## src/rtl/scs8hd_tmr_pkg.sv

```systemverilog
// Shared types and helpers for the TMR scrub controller: state encoding, lane indices,
// and the bitwise majority vote and lane-mismatch functions.
package scs8hd_tmr_pkg;

    // Widest word the vote helpers handle; callers zero-extend narrower words.
    localparam int MAX_W     = 64;
    localparam int NUM_LANES = 3;
    localparam int LANE0     = 0;
    localparam int LANE1     = 1;
    localparam int LANE2     = 2;

    typedef enum logic [1:0] {
        IDLE    = 2'd0,
        CHECK   = 2'd1,
        CORRECT = 2'd2
    } tmr_state_e;

    function automatic logic [MAX_W-1:0] maj3_vec(input logic [MAX_W-1:0] a,
                                                  input logic [MAX_W-1:0] b,
                                                  input logic [MAX_W-1:0] c);
        return (a & b) | (b & c) | (a & c);
    endfunction

    function automatic logic lane_mismatch(input logic [MAX_W-1:0] copy,
                                           input logic [MAX_W-1:0] vote);
        return |(copy ^ vote);
    endfunction

endpackage

```

## src/rtl/scs8hd_tmr_vote.sv

```systemverilog
// Combinational bitwise 2-of-3 vote over three copies plus per-lane mismatch mask.
// Zero latency, no flow control.
module scs8hd_tmr_vote
    import scs8hd_tmr_pkg::*;
#(
    parameter int WIDTH = 8
) (
    input  logic [WIDTH-1:0]     copy0_i,
    input  logic [WIDTH-1:0]     copy1_i,
    input  logic [WIDTH-1:0]     copy2_i,
    output logic [WIDTH-1:0]     vote_o,
    output logic [NUM_LANES-1:0] mismatch_o
);

    logic [MAX_W-1:0] c0_ext;
    logic [MAX_W-1:0] c1_ext;
    logic [MAX_W-1:0] c2_ext;
    logic [MAX_W-1:0] vote_ext;

    assign c0_ext   = MAX_W'(copy0_i);
    assign c1_ext   = MAX_W'(copy1_i);
    assign c2_ext   = MAX_W'(copy2_i);
    assign vote_ext = maj3_vec(c0_ext, c1_ext, c2_ext);
    assign vote_o   = vote_ext[WIDTH-1:0];

    assign mismatch_o[LANE0] = lane_mismatch(c0_ext, vote_ext);
    assign mismatch_o[LANE1] = lane_mismatch(c1_ext, vote_ext);
    assign mismatch_o[LANE2] = lane_mismatch(c2_ext, vote_ext);

endmodule

```

## src/rtl/scs8hd_tmr_scrub_ctrl.sv

```systemverilog
// TMR register with periodic scrub; rd_data is the combinational vote, writes land next edge and
// stall (wr_ready low) during CHECK/CORRECT. Optional fault-injection port under TMR_FAULT_INJ_EN.
module scs8hd_tmr_scrub_ctrl
    import scs8hd_tmr_pkg::*;
#(
    parameter int WIDTH        = 8,
    parameter int SCRUB_PERIOD = 16,
    parameter int CNT_W        = 8
) (
    input  logic                 CLK,
    input  logic                 RESET,
    input  logic                 wr_valid,
    input  logic [WIDTH-1:0]     wr_data,
`ifdef TMR_FAULT_INJ_EN
    input  logic                 inj_valid,
    input  logic [1:0]           inj_lane,
    input  logic [WIDTH-1:0]     inj_mask,
`endif
    output logic                 wr_ready,
    output logic [WIDTH-1:0]     rd_data,
    output logic                 scrub_busy,
    output logic                 err_valid,
    output logic [NUM_LANES-1:0] err_lane,
    output logic                 err_multi,
    output logic [CNT_W-1:0]     err_count
);

    localparam int TMR_W = (SCRUB_PERIOD > 2) ? $clog2(SCRUB_PERIOD) : 1;
    localparam logic [TMR_W-1:0] TMR_LAST = TMR_W'(SCRUB_PERIOD - 1);

    tmr_state_e           state_q, state_d;
    logic [TMR_W-1:0]     timer_q, timer_d;
    logic [WIDTH-1:0]     copy_q [NUM_LANES];
    logic [WIDTH-1:0]     copy_d [NUM_LANES];
    logic [WIDTH-1:0]     vote_q, vote_d;
    logic [NUM_LANES-1:0] mask_q, mask_d;
    logic [NUM_LANES-1:0] err_lane_q, err_lane_d;
    logic                 err_multi_q, err_multi_d;
    logic [CNT_W-1:0]     err_count_q, err_count_d;

    logic [WIDTH-1:0]     vote;
    logic [NUM_LANES-1:0] mismatch;
    logic                 wr_fire;

    scs8hd_tmr_vote #(.WIDTH(WIDTH)) u_vote (
        .copy0_i    (copy_q[LANE0]),
        .copy1_i    (copy_q[LANE1]),
        .copy2_i    (copy_q[LANE2]),
        .vote_o     (vote),
        .mismatch_o (mismatch)
    );

    assign wr_ready   = (state_q == IDLE);
    assign wr_fire    = wr_valid && wr_ready;
    assign rd_data    = vote;
    assign scrub_busy = (state_q == CHECK) || (state_q == CORRECT);
    assign err_valid  = (state_q == CORRECT);
    assign err_lane   = err_lane_q;
    assign err_multi  = err_multi_q;
    assign err_count  = err_count_q;

    always_comb begin
        state_d     = state_q;
        timer_d     = timer_q;
        copy_d      = copy_q;
        vote_d      = vote_q;
        mask_d      = mask_q;
        err_lane_d  = err_lane_q;
        err_multi_d = err_multi_q;
        err_count_d = err_count_q;

        unique case (state_q)
            IDLE: begin
                if (wr_fire) begin
                    for (int k = 0; k < NUM_LANES; k++) copy_d[k] = wr_data;
                    timer_d = '0;
                end else begin
`ifdef TMR_FAULT_INJ_EN
                    // Lane index 3 matches no copy and is dropped.
                    for (int k = 0; k < NUM_LANES; k++) begin
                        if (inj_valid && (inj_lane == 2'(k))) copy_d[k] = copy_q[k] ^ inj_mask;
                    end
`endif
                    if (timer_q == TMR_LAST) begin
                        timer_d = '0;
                        state_d = CHECK;
                    end else begin
                        timer_d = timer_q + TMR_W'(1);
                    end
                end
            end
            CHECK: begin
                vote_d  = vote;
                mask_d  = mismatch;
                state_d = (mismatch != '0) ? CORRECT : IDLE;
            end
            CORRECT: begin
                for (int k = 0; k < NUM_LANES; k++) copy_d[k] = vote_q;
                err_lane_d  = mask_q;
                err_multi_d = &mask_q;
                if (err_count_q != {CNT_W{1'b1}}) err_count_d = err_count_q + CNT_W'(1);
                state_d = IDLE;
            end
            default: state_d = IDLE;
        endcase
    end

    always_ff @(posedge CLK) begin
        if (RESET) begin
            state_q     <= IDLE;
            timer_q     <= '0;
            for (int k = 0; k < NUM_LANES; k++) copy_q[k] <= '0;
            vote_q      <= '0;
            mask_q      <= '0;
            err_lane_q  <= '0;
            err_multi_q <= 1'b0;
            err_count_q <= '0;
        end else begin
            state_q     <= state_d;
            timer_q     <= timer_d;
            copy_q      <= copy_d;
            vote_q      <= vote_d;
            mask_q      <= mask_d;
            err_lane_q  <= err_lane_d;
            err_multi_q <= err_multi_d;
            err_count_q <= err_count_d;
        end
    end

endmodule
```

## config.mk

```make
export PLATFORM = sky130hd
export DESIGN_NAME = scs8hd_tmr_scrub_ctrl
export DESIGN_NICKNAME = d
export VERILOG_FILES = /design/src/rtl/scs8hd_tmr_pkg.sv /design/src/rtl/scs8hd_tmr_vote.sv /design/src/rtl/scs8hd_tmr_scrub_ctrl.sv
export SDC_FILE = /design/constraint.sdc
export NUM_CORES = 1
export LEC_CHECK = 0
export CAP_MARGIN = 20
export CORE_MARGIN = 3
export CORE_UTILIZATION = 55
export DETAILED_ROUTE_END_ITERATION = 8
export GPL_ROUTABILITY_DRIVEN = 0
export HOLD_SLACK_MARGIN = 0.05
export PLACE_DENSITY_LB_ADDON = 0.25
export SYNTH_ARGS = -nofsm -noshare
export SYNTH_HDL_FRONTEND = slang
export SYNTH_HIERARCHICAL = 1
export SYNTH_SLANG_ARGS = --single-unit
```

## constraint.sdc

```tcl
create_clock -name CLK -period 2.35 [get_ports CLK]
set_input_delay 0.47 -clock CLK [delete_from_list [all_inputs] [get_ports CLK]]
set_output_delay 0.47 -clock CLK [all_outputs]
set_load 0.005 [all_outputs]
```

---- After elaboration in Yosys (flattened, before gate mapping) ----
Index checks and enable logic that the tools add are counted.
word-level totals
  memories kept ........................... 0
  output and inout bits ................... 23
  input bits .............................. 11
  flip-flop bits (word level) ............. 53
  RAM bits ................................ 0
  bits in read-only memories .............. 0
  logic and storage cells ................. 47
  bits in latches ......................... 0
cells by class
  add/subtract/negate cells ............... 2
  divide/modulo/power cells ............... 0
  magnitude comparators ................... 0
  reductions and logical operators ........ 12
  muxes and demuxes ....................... 8
  bitwise gates (word level) .............. 8
  equality and inequality tests ........... 7
  multipliers ............................. 0
  shift-type cells ........................ 0
operators with widths
  cell                 number
  $reduce_or 64->1     3
  $xor 8x64->64        3
  $or 64x64->64        2
  $pmux 24 s2          1
  $and 8x8->8          3
  $mux 24              1
  $add 8x1->8 const B  1
  $mux 4               2
  $ne 8x8->1 const B   1
  $mux 2               3
  $reduce_and 2->1     3
  $add 4x1->4 const B  1
  $eq 4x4->1 const B   1
  $ne 2x1->1 const B   2
  $pmux 2 s2           1
  $reduce_and 3->1     1
  $reduce_bool 3->1    1
  $eq 2x1->1 const B   1
  $eq 2x2->1 const B   1
  $logic_not 2->1      1
  $ne 2x2->1 const B   1
  $reduce_bool 2->1    1
  $logic_and 1x1->1    1
  $logic_or 1x1->1     1

---- Longest topological paths before layout ----
  depth in word-level cells ............... 8
  mapped depth ............................ 7

---- By module ----
Netlist, hierarchy kept.
by module, submodules not included
  module                 cells an instance  times used  area an instance (sq um)
  scs8hd_tmr_scrub_ctrl  168                1           1695.4
  scs8hd_tmr_vote        79                 1           515.5

---- Least setup slack after synthesis ----
No wires, ideal clock.
  kind .................................... register to register
  from .................................... register copy_q[22] (netlist bit)
  to ...................................... register state_q[1]
  setup slack ............................. 0.402 ns
  buffers on the path ..................... 0
  data arrival time ....................... 1.832 ns
  period minus slack after synthesis ...... 1.948 ns
  cell stages (with the launch flop) ...... 7
  setup time .............................. 0.116 ns
  cells stage by stage .................... dfxtp_1 -> o21a_1 -> o22ai_1 -> or4_1 -> o31ai_1 -> a211oi_1 -> a41o_1
between the ends
  word-level cells in the longest chain between the ends .. 8
  elaborated cells on any way between the ends .. 13
  classes of those cells .................. 2 x mux; 7 x bitwise; 4 x reduce/logical
ends and longest elaborated chain
  what                         RTL line                      text
  from (decl)                  scs8hd_tmr_scrub_ctrl.sv:33   logic [WIDTH-1:0] copy_q [NUM_LANES];
  from (signal assigned)       scs8hd_tmr_scrub_ctrl.sv:121  copy_q <= copy_d;
  $and 8x8->8                  scs8hd_tmr_pkg.sv:21          return (a & b) | (b & c) | (a & c);
  $or 64x64->64 (2 in series)  scs8hd_tmr_pkg.sv:21
  $xor 8x64->64 *              scs8hd_tmr_pkg.sv:26          return |(copy ^ vote);
  $reduce_or 64->1 *           scs8hd_tmr_pkg.sv:26
  via mismatch[0]              scs8hd_tmr_scrub_ctrl.sv:42   logic [NUM_LANES-1:0] mismatch;
  $reduce_bool 3->1 *          scs8hd_tmr_scrub_ctrl.sv:95   state_d = (mismatch != '0) ? CORRECT : IDLE;
  $mux 2 *                     scs8hd_tmr_scrub_ctrl.sv:95
  $pmux 2 s2 *                 scs8hd_tmr_scrub_ctrl.sv:72   unique case (state_q)
  to (signal assigned)         scs8hd_tmr_scrub_ctrl.sv:119  state_q <= state_d;
  to (decl)                    scs8hd_tmr_scrub_ctrl.sv:31   tmr_state_e state_q, state_d;
Mark *: on every way through the listed nets, which the timed path passes. The rest lies on a longest branch.
A chain may end at the register's enable or synchronous reset.

---- Final worst setup path ----
  from .................................... register state_q[1]
  to ...................................... output wr_ready
between the ends
  word-level cells in the longest chain between the ends .. 1
ends and longest elaborated chain
  what             RTL line                     text
  $logic_not 2->1  scs8hd_tmr_scrub_ctrl.sv:53  assign wr_ready = (state_q == IDLE);
  to (decl)        scs8hd_tmr_scrub_ctrl.sv:19  output logic wr_ready,
No other way between the ends.

==> out/metrics.sh <==
GRT_FIRST_PASS_WIRELENGTH_UM=7734
HOLD_PATH.CLASS='reg2reg'
CLK_PATH_BUF_DEPTH=2
POWER_LEAKAGE_nW=0.9652
POSTSYNTHREGISTERBITS=37
CLOCK_SINK_COUNT=37
ROWS=22
COMBINATIONALPOWERSHARE_PCT=11.9
GRT_START_MAX_NET_PINS=22
CRITPATHMAXFANOUT=11
POST_SYNTH_INST_COUNT=247
NUM_VIAS=1836
HOLD_START='err_multi$_SDFFE_PP0P_'
POSTSYNTH.TOPFLOPCELL='dfxtp_1'
DESIGN_AREA_MM2=0.002688
WORSTSETUPENDPOINT='wr_ready'
DIE_WIDTH_UM=69.40
HTREE_LEVELS=2
CRIT_REQUIRED_PS=1880
CTS.CLK_SLEW.WORST_PATHS_PS=80
POWER.INTERNAL_W=0.001080
TRITONCTS='done'
DRC_ERRORS=0
SETUP.WORST_PATH.END_CLASS='output pin'
IOS=34
GLOBALROUTETOTALUTIL_PCT=19.30
GRT-OVFL-TOTAL=0
CP_DATA_ARRIVAL_TIME_PS=1680
DR.FIRST_ITER.DRC_COUNT=57
FIRST_PASS_ITERS=4
GRT_ANTENNA_BEFORE_REPAIR=0
MAXCAPVIOLCOUNT=0
RUN_STATUS='completed'
FIN_WORST_SKEW_PS=10.10
LAYOUT-AREA-OVERHEAD-VS-SYNTH_PCT=21.56
SYNTH_TOP_CELLS_BY_AREA='dfxtp_1 (34%), mux2i_1 (10%), nor2_1 (6.8%)'
IO_BUFFERS=33
CTS-BUFFERS-INSERTED=5
TIMING.FINAL.CRIT_SHARE_PCT=91.28
CRIT_PATH_START_KIND='flop'
PLACE_AREA_MM2=0.002561
RR_ENDPOINT='state_q[1]$_SDFFE_PP0P_'
REPORT.FINAL.SETUP_VIOL=0
TMIN_FINAL_PS=2145
CTS-ROOT-BUF='clkbuf_8'
USE_MET3_PCT=4.203
SLEW_VIOLATIONS=0
SETUP_TNS_PS=0
SYN-NUM-NETS=263
MAX-VDD-IR-DROP_mV=0.3972
REGTOREGSETUPSLACK_PS=370
CORE_AREA_MM2=0.003771
FLOORPLAN.DIE_AREA_MM2=0.004816
USE_MET1_PCT=25.20
GR-MAX-USAGE-LAYER='met2'
SYNTH_TOP_AREA_SHARE_PCT=33.50
MAX_SLEW.WORST_PIN.SLEW_PS=468.0
CLOCK_LATENCY_PS=290
VIA_PER_INST=5.564
SYN_AVG_CELL_AREA_UM2=8.951
ANTENNA-DIODE-COUNT=0
ASYNC_FLOP_SHARE_PCT=0
MAPPEDNETLISTAREA_MM2=0.002211
RELSLEWSLACK_PCT=67.99
AVGROUTEDWIREPERCELL_UM=12.95
POST_CTS_HOLD_BUFFER_COUNT=0
PWR_DENSITY_CELL_mW_PER_MM2=529.2
VIAS_IN_THE_FIRST_GLOBAL_ROUTE=1739
SETUP_REPAIR_AFTER_GLOBAL_ROUTING_MISSED_ITS_MARGIN='false'
SYNTH_CELL_TYPES=47
LAYOUT-DRIVE-GT1-SHARE_PCT=11.70
USE_MET2_PCT=31.99
FINAL_NETS=297
YOSYSWARNINGCOUNT=6
ANTENNA_VIOLATING_NETS_POST_ROUTE=0
SYNTH_EDF_COUNT=0
POWER_SWITCHING_SHARE_PCT=24.03
FINAL_UTIL_PCT=71.27
ROUTE.FINAL.WIRE_LENGTH_UM=4274
FINAL_HOLD_VIOL_COUNT=0
REG2REG_FROM='copy_q[20]$_SDFFE_PP0P_'
CRITPATHLAUNCH='state_q[1]$_SDFFE_PP0P_'
MAX_FREQ_MHz=466.2
P_SEQ_SHARE_PCT=47.8
DP.FINAL_HPWL_UM=2987
PATH_CLASS='reg2out'
WORST_R2R_PATH_DEPTH=6
YOSYS_TOP_CELL_BY_AREA='dfxtp_1'
P_SW_W=0.0003418
SHARE_CLK_OF_TOTAL_POWER_PCT=40.3
YOSYSSEQAREASHARE_PCT=33.50
INITIAL_STANDARD_CELL_UTILIZATION_OF_THE_CORE_PCT=58.63
VERTICAL_DIE_DIMENSION_UM=69.40
==> registers in the layout, indices dropped and copies added, names as in the netlist <==
signal     flops
err_multi      1
mask_q         3
err_count      8
vote_q         8
state_q        2
timer_q        4
copy_q         8
err_lane       3
==> metrics by stage <==
step           cells  total power, W  hold WS, ps  setup slack [ps]
3_3_place_gp     322       0.0008585        460.6             257.4
3_5_place_dp     322       0.0008623        463.4             237.3
6_report         330        0.001422        476.3             204.9
2_1_floorplan    247       0.0008022        460.1             402.1
4_1_cts          330        0.001435        478.6             67.35
5_1_grt          330        0.001484        492.6             42.19
==> cells in the mapped netlist, types with 2 or more instances <==
| cell type | n |
|---|---|
| a21oi_1 | 14 |
| buf_4 | 2 |
| inv_1 | 6 |
| nor2b_1 | 4 |
| nand2_1 | 7 |
| nand2b_1 | 4 |
| a211oi_1 | 5 |
| nor2_1 | 40 |
| and3b_1 | 11 |
| nand3b_1 | 4 |
| clkbuf_1 | 2 |
| a2111oi_0 | 3 |
| o21a_1 | 7 |
| ha_1 | 5 |
| a211oi_2 | 8 |
| o22ai_1 | 3 |
| buf_6 | 3 |
| and3_1 | 2 |
| buf_2 | 2 |
| nor4_1 | 4 |
| o21ai_0 | 2 |
| nor3_1 | 2 |
| a31oi_1 | 4 |
| nand4_1 | 5 |
| a41o_1 | 2 |
| nand3_1 | 2 |
| mux2i_1 | 23 |
| nor3b_1 | 14 |
| dfxtp_1 | 37 |
| mux2_4 | 2 |
| and3b_2 | 2 |
==> repair_timing <==
action,in CTS,in global routing
setup endpoints to repair,0,9
hold endpoints to repair,0,0
buffers inserted,0,0
resized for setup,0,8
==> cells in the final DEF (no fill, tap or decap), types with 2 or more instances in the layout <==
cell type / count
a211oi_1: 5
a21oi_1: 14
clkbuf_8: 6
and3b_2: 2
a31oi_1: 4
dfxtp_1: 29
clkdlybuf4s50_1: 33
mux2i_1: 23
nor4_1: 4
nor2_1: 40
nand2_1: 7
buf_4: 4
nand3b_1: 4
nor3_1: 2
inv_1: 6
o21a_1: 7
and3_1: 2
mux2_4: 2
dfxtp_2: 8
ha_1: 5
nand3_1: 2
a41o_1: 2
o21ai_0: 2
o22ai_1: 3
nand2b_1: 4
a211oi_2: 8
and3b_1: 11
nand4_1: 5
nor2b_1: 4
a2111oi_0: 3
nor3b_1: 14
==> power groups by stage <==
stage	Sequential [W]	Clock [W]	Combinational (W)
6_report	0.000679	0.000573	0.000170
5_1_grt	0.000689	0.000604	0.000191
3_3_place_gp	0.000690	0	0.000168
3_5_place_dp	0.000692	0	0.000171
2_1_floorplan	0.000686	0	0.000116
4_1_cts	0.000677	0.000586	0.000172
==> critical path, stage by stage (launching register included) <==
cell and delay, ps:
dfxtp_1 340, inv_1 80, ha_1 390, clkdlybuf4s50_1 580
==> metal layers <==
layer	vias up	share of wire, %
li1	1001	-
met1	790	50
met2	37	45
met3	8	3.6
met4	0	1.1
met5	-	0
==> worst min-delay path by stage <==
| stage | depth (start not counted) | endpoint | slack [ps] |
|---|---|---|---|
| floorplan | 2 | vote_q[0]$_SDFFE_PP0P_ | 460 |
| global placement | 2 | err_multi$_SDFFE_PP0P_ | 460 |
| detailed placement | 2 | err_multi$_SDFFE_PP0P_ | 460 |
| CTS | 2 | err_multi$_SDFFE_PP0P_ | 480 |
| global route | 2 | err_multi$_SDFFE_PP0P_ | 490 |
| finish | 2 | err_multi$_SDFFE_PP0P_ | 480 |
==> final cells by class <==
cell class / count / area (um2)
multi-input cells: 194 / 1378
fillers: 297 / 1084
flip-flops and latches: 37 / 750.7
repair buffers: 37 / 360.3
clock buffers: 7 / 86.33
well taps: 48 / 60.06
clock inverters: 1 / 30.03
inverters: 6 / 22.52
==> kinds of logic (layout without fill, tap and decap cells) <==
logic type | Yosys count | count (layout) | synth area share [%]
muxes | 25 | 25 | 11.77
and+or+nand+nor | 107 | 107 | 27.96
buffers and inverters | 16 | 51 | 4.187
adders and majority gates | 5 | 5 | 2.830
DFF | 37 | 37 | 33.50
AOI/OAI and AO/OA | 57 | 57 | 19.75
Power figures use the tool's default switching activity.
